$ cat src/rtl/bit_serial_adder_pkg.sv
// Shared types and defaults for the bit-serial adder.
package bit_serial_adder_pkg;

    localparam int unsigned DefaultWidth = 8;

    typedef enum logic [1:0] {
        StIdle,
        StRun,
        StDone
    } bsa_state_e;

endpackage

$ cat src/rtl/full_adder_cell.sv
// Combinational one-bit full adder, time-multiplexed across the operand by bit_serial_adder.
module full_adder_cell (
    input  logic a_i,
    input  logic b_i,
    input  logic cin_i,
    output logic s_o,
    output logic c_o
);

    assign s_o = a_i ^ b_i ^ cin_i;
    assign c_o = (a_i & b_i) | (a_i & cin_i) | (b_i & cin_i);

endmodule

$ cat src/rtl/bit_serial_adder.sv
// Bit-serial WIDTH-bit adder, one full-adder bit per clock, LSB first.
// Define BSA_OVF_EN to add the registered signed-overflow output ovf.
module bit_serial_adder
    import bit_serial_adder_pkg::*;
#(
    parameter int unsigned WIDTH = DefaultWidth
) (
    input  logic             clk,
    input  logic             rst_n,
    input  logic             in_valid,
    output logic             in_ready,
    input  logic [WIDTH-1:0] a,
    input  logic [WIDTH-1:0] b,
    input  logic             cin,
    output logic             out_valid,
    input  logic             out_ready,
    output logic [WIDTH-1:0] sum,
    output logic             cout,
    output logic             busy
`ifdef BSA_OVF_EN
    ,
    output logic             ovf
`endif
);

    localparam int unsigned CntW = $clog2(WIDTH);

    bsa_state_e       state_q, state_d;
    logic [WIDTH-1:0] shift_a_q, shift_a_d;
    logic [WIDTH-1:0] shift_b_q, shift_b_d;
    logic [WIDTH-1:0] sum_q, sum_d;
    logic [CntW-1:0]  cnt_q, cnt_d;
    logic             carry_q, carry_d;
    logic             cout_q, cout_d;
    logic             fa_s, fa_c;
    logic             last_bit;

    full_adder_cell u_fa (
        .a_i   (shift_a_q[0]),
        .b_i   (shift_b_q[0]),
        .cin_i (carry_q),
        .s_o   (fa_s),
        .c_o   (fa_c)
    );

    assign last_bit = (cnt_q == CntW'(WIDTH - 1));

    always_comb begin
        state_d   = state_q;
        shift_a_d = shift_a_q;
        shift_b_d = shift_b_q;
        sum_d     = sum_q;
        cnt_d     = cnt_q;
        carry_d   = carry_q;
        cout_d    = cout_q;
        unique case (state_q)
            StIdle: begin
                if (in_valid) begin
                    shift_a_d = a;
                    shift_b_d = b;
                    carry_d   = cin;
                    cnt_d     = '0;
                    state_d   = StRun;
                end
            end
            StRun: begin
                shift_a_d = {1'b0, shift_a_q[WIDTH-1:1]};
                shift_b_d = {1'b0, shift_b_q[WIDTH-1:1]};
                // Sum fills from the MSB so bit 0 lands at the LSB after WIDTH shifts.
                sum_d     = {fa_s, sum_q[WIDTH-1:1]};
                carry_d   = fa_c;
                cnt_d     = cnt_q + CntW'(1);
                if (last_bit) begin
                    cout_d  = fa_c;
                    state_d = StDone;
                end
            end
            StDone: begin
                if (out_ready) begin
                    state_d = StIdle;
                end
            end
            default: state_d = StIdle;
        endcase
    end

    always_ff @(posedge clk or negedge rst_n) begin
        if (!rst_n) begin
            state_q   <= StIdle;
            shift_a_q <= '0;
            shift_b_q <= '0;
            sum_q     <= '0;
            cnt_q     <= '0;
            carry_q   <= 1'b0;
            cout_q    <= 1'b0;
        end else begin
            state_q   <= state_d;
            shift_a_q <= shift_a_d;
            shift_b_q <= shift_b_d;
            sum_q     <= sum_d;
            cnt_q     <= cnt_d;
            carry_q   <= carry_d;
            cout_q    <= cout_d;
        end
    end

`ifdef BSA_OVF_EN
    logic ovf_q, ovf_d;

    // On the last bit carry_q is the carry into the MSB and fa_c the carry out of it.
    always_comb begin
        ovf_d = ovf_q;
        if (state_q == StRun && last_bit) begin
            ovf_d = carry_q ^ fa_c;
        end else if (state_q == StDone && out_ready) begin
            ovf_d = 1'b0;
        end
    end

    always_ff @(posedge clk or negedge rst_n) begin
        if (!rst_n) begin
            ovf_q <= 1'b0;
        end else begin
            ovf_q <= ovf_d;
        end
    end

    assign ovf = ovf_q;
`endif

    assign in_ready  = (state_q == StIdle);
    assign out_valid = (state_q == StDone);
    assign busy      = (state_q != StIdle);
    assign sum       = sum_q;
    assign cout      = cout_q;

endmodule

$ cat config.mk
export PLATFORM = sky130hd
export DESIGN_NAME = bit_serial_adder
export DESIGN_NICKNAME = d
export VERILOG_FILES = /design/src/rtl/bit_serial_adder_pkg.sv /design/src/rtl/full_adder_cell.sv /design/src/rtl/bit_serial_adder.sv
export SDC_FILE = /design/constraint.sdc
export NUM_CORES = 1
export LEC_CHECK = 0
export CAP_MARGIN = 40
export CORE_MARGIN = 3
export CORE_UTILIZATION = 49
export CTS_CLUSTER_DIAMETER = 30
export CTS_CLUSTER_SIZE = 30
export DETAILED_ROUTE_END_ITERATION = 16
export GPL_ROUTABILITY_DRIVEN = 0
export PLACE_DENSITY = 0.88
export SLEW_MARGIN = 10
export SYNTH_ARGS = -nofsm -noshare
export SYNTH_HDL_FRONTEND = slang
export SYNTH_HIERARCHICAL = 1
export SYNTH_SLANG_ARGS = --single-unit
$ cat constraint.sdc
create_clock -name clk -period 1.7 [get_ports clk]
set_clock_uncertainty 0.2 [all_clocks]
set_input_delay 0.255 -clock clk [delete_from_list [all_inputs] [get_ports clk]]
set_output_delay 0.255 -clock clk [all_outputs]
set_load 0.05 [all_outputs]
==> results.toml <==
[place]
port_buffers = 32
dp_hpwl_um = 2370
dpl_cell_area_um2 = 2000
post-place-ws_ns = -0.187

[drt]
drc = 0
route.vias.total = 1209
wl_per_cell_um = 18.4
drtPass1Iterations = 4
ant_nets = 0
drt_iter0_drc = 59
routed_via_density = 6.08
drt_wl_total_um = 3660

[setup_path]
path_class = "reg2out"
reg2reg_slack_ns = 0
critical_path_buf_inv_count = 3
startpoint_type = "register"
slowest_stage = "dfrtp_1"
crit_required_ns = 1.24
crit_arrival_ns = 1.35
path_max_fanout = 5
crit_top_cell = "buf_12"
cp-end-kind = "primary output"
cp_cell_sequence = "buf_12 -> or2_4 -> inv_4 -> buf_12"
cp_top_family = "flip-flops"
slowest_delay_ns = 0.43

[die]
die_w_um = 61.3
ios = 33
dieArea_um2 = 3750
die_y_um = 61.3
rows = 19
core_um2 = 2830
start_util = 0.529

[final_layout]
final_cell_area_um2 = 2190
num-fill-cells = 175
area_growth_syn_to_layout_pct = 46.5
antenna_cells = 0
nNetsFinal = 191
drive_above_1_share = 0.375

[cts]
cts.clk_slew.worst_paths_ns = 0.10
clkSinkCount = 31
cts_tree = "done"
clock-root-buffer = "clkbuf_4"
htreeDepth = 2
clockBufferDepth = 2
cts_buffers = 5
clkLatencyLatePin_ns = 0.33

[global_routing]
antenna_found_initial = 0
grt_pass1_vias = 1288
grt_use_total = 0.221
grt_max_degree = 32
grt-ovfl-total = 0
grt_pass1_wl_um = 5880

[timing]
setup_violations = 3
worstMarginPinSlew_ns = 0.379
rsz0062_at_grt = "true"
final.setup.worst_slack_ns = -0.107
maxSlewHeadroom = 0.747
fmax_mhz = 553
whs_ns = 0.115
finalCriticalPeriod_ns = 1.81
slew_violations = 0
finalCritPeriodShare = 1.06
hold_violations = 0

[logic_synthesis]
synth-seq-area-share = 0.518
syn_area_per_cell_um2 = 12.4
ys_warn_count = 6
ys_ff_latch = 31
synth.distinct_cells = 27
synth_nets = 145
syn_area_um2 = 1500
syn_inst = 121

[outcome]
violations = "setup timing"
outcome = "finished with violations"

[power]
pwr_density_cell_nw_per_um2 = 2070
peakVddDrop_mv = 1.22
p_leak_nw = 0.975
p_total_w = 0.00455

[job]
max_cap_viol_count = 0

[worst_hold_path]
hold_path.class = "in2async"
==> flip-flops by register name, indices dropped and copies added, names as in the netlist <==
| register | cells |
|---|---|
| cnt_q | 3 |
| state_q | 2 |
| shift_b_q | 8 |
| carry_q | 1 |
| cout | 1 |
| shift_a_q | 8 |
| sum | 8 |
==> worst paths after layout <==
kind                                end       start  cells past startpoint
min                        shift_b_q[5]       rst_n                      2
max                            in_ready  state_q[0]                      4
max reg2reg                     carry_q  state_q[0]                      4
min in group clk             state_q[1]   out_ready                      2
min reg2reg                    cnt_q[0]    cnt_q[0]                      1
max in group asynchronous    state_q[1]       rst_n                      2
==> cells by family (layout without fill, tap and decap cells) <==
| logic type | Yosys count | in the layout | synth area share |
|---|---|---|---|
| and+or+nand+nor | 33 | 33 | 0.178 |
| muxes | 10 | 10 | 0.0744 |
| adders and majority gates | 3 | 3 | 0.0301 |
| DFF | 31 | 31 | 0.518 |
| buffers and inverters | 21 | 68 | 0.0635 |
| AOI/OAI and AO/OA | 23 | 23 | 0.135 |
==> metrics by stage <==
step | util | instances | setup TNS (ns)
after floorplan | - | 121 | 0
after global placement | 0.707 | 184 | -1.00
after detailed placement | 0.707 | 184 | -2.54
after CTS | 0.766 | 199 | -0.196
after global routing | 0.775 | 199 | -0.362
final | 0.775 | 199 | -0.218
==> metal layers <==
layer,global-route usage,wire [um]
met5,0,0
met4,0.105,73
met3,0.0503,213
met2,0.366,1870
met1,0.273,1510
==> what timing repair did <==
action | CTS | global route
pin swaps | 0 | 2
cloned | 1 | 0
endpoints found under the setup margin | 3 | 10
setup buffers | 6 | 1
hold buffers | 0 | 0
endpoints found under the hold margin | 0 | 0
resized for setup | 3 | 6
==> layout make-up <==
type | instances | area, um^2 | share of cell area
Multi-Input combinational cell | 69 | 653 | 0.298
Timing Repair Buffer | 49 | 593 | 0.271
Sequential cell | 31 | 777 | 0.354
Inverter | 11 | 43.8 | 0.0200
Clock inverter | 2 | 35.0 | 0.0160
Clock buffer | 6 | 51.3 | 0.0234
Tap cell | 31 | 38.8 | 0.0177
==> placed cells by master, fill, tap and decap left out, drive strengths merged <==
master         Yosys  routed
a211oi             7       7
bufbuf             0       1
bufinv             0       1
a21oi              1       1
buf                8      28
clkdlybuf4s50      0      20
fa                 1       1
o21bai             1       1
mux2               9       9
o21ai              1       1
or2                1       1
o21ba              1       1
clkinv             0       1
o221a              6       6
or4b               6       6
a222oi             2       2
ha                 2       2
nor4b              7       7
inv               11      11
nand3b             1       1
nor3b              9       9
nand2b             4       4
nor2b              3       3
mux2i              1       1
nor4bb             2       2
a211o              2       2
a22o               2       2
dfrtp             31      31
clkbuf             2       6
==> report_power, final <==
group / internal [W] / total, W / switching (W) / leakage, nW
registers: 0.00110 / 0.00139 / 0.000297 / 0.361
logic: 0.00137 / 0.00255 / 0.00118 / 0.566
clock network: 0.000347 / 0.000600 / 0.000253 / 0.0482
total: 0.00281 / 0.00455 / 0.00173 / 0.975
==> cells in the mapped netlist <==
master | number | area (um^2)
or4b_1 | 6 | 60.1
o21bai_1 | 1 | 7.51
or2_1 | 1 | 6.26
mux2_2 | 9 | 101
a22o_1 | 2 | 17.5
clkbuf_1 | 2 | 7.51
inv_1 | 10 | 37.5
o221a_2 | 6 | 67.6
a21oi_1 | 1 | 5.00
nor2b_1 | 3 | 18.8
nor4b_1 | 7 | 61.3
fa_1 | 1 | 20.0
buf_6 | 1 | 11.3
mux2i_1 | 1 | 10.0
nor4bb_1 | 2 | 20.0
o21ba_2 | 1 | 10.0
inv_2 | 1 | 3.75
buf_2 | 7 | 35.0
a211o_1 | 2 | 17.5
nand2b_1 | 4 | 25.0
a222oi_1 | 2 | 20.0
a211oi_1 | 7 | 52.6
nor3b_1 | 9 | 67.6
ha_1 | 2 | 25.0
nand3b_1 | 1 | 7.51
o21ai_0 | 1 | 5.00
dfrtp_1 | 31 | 776
Note: power is estimated with default switching activity, not from simulation.
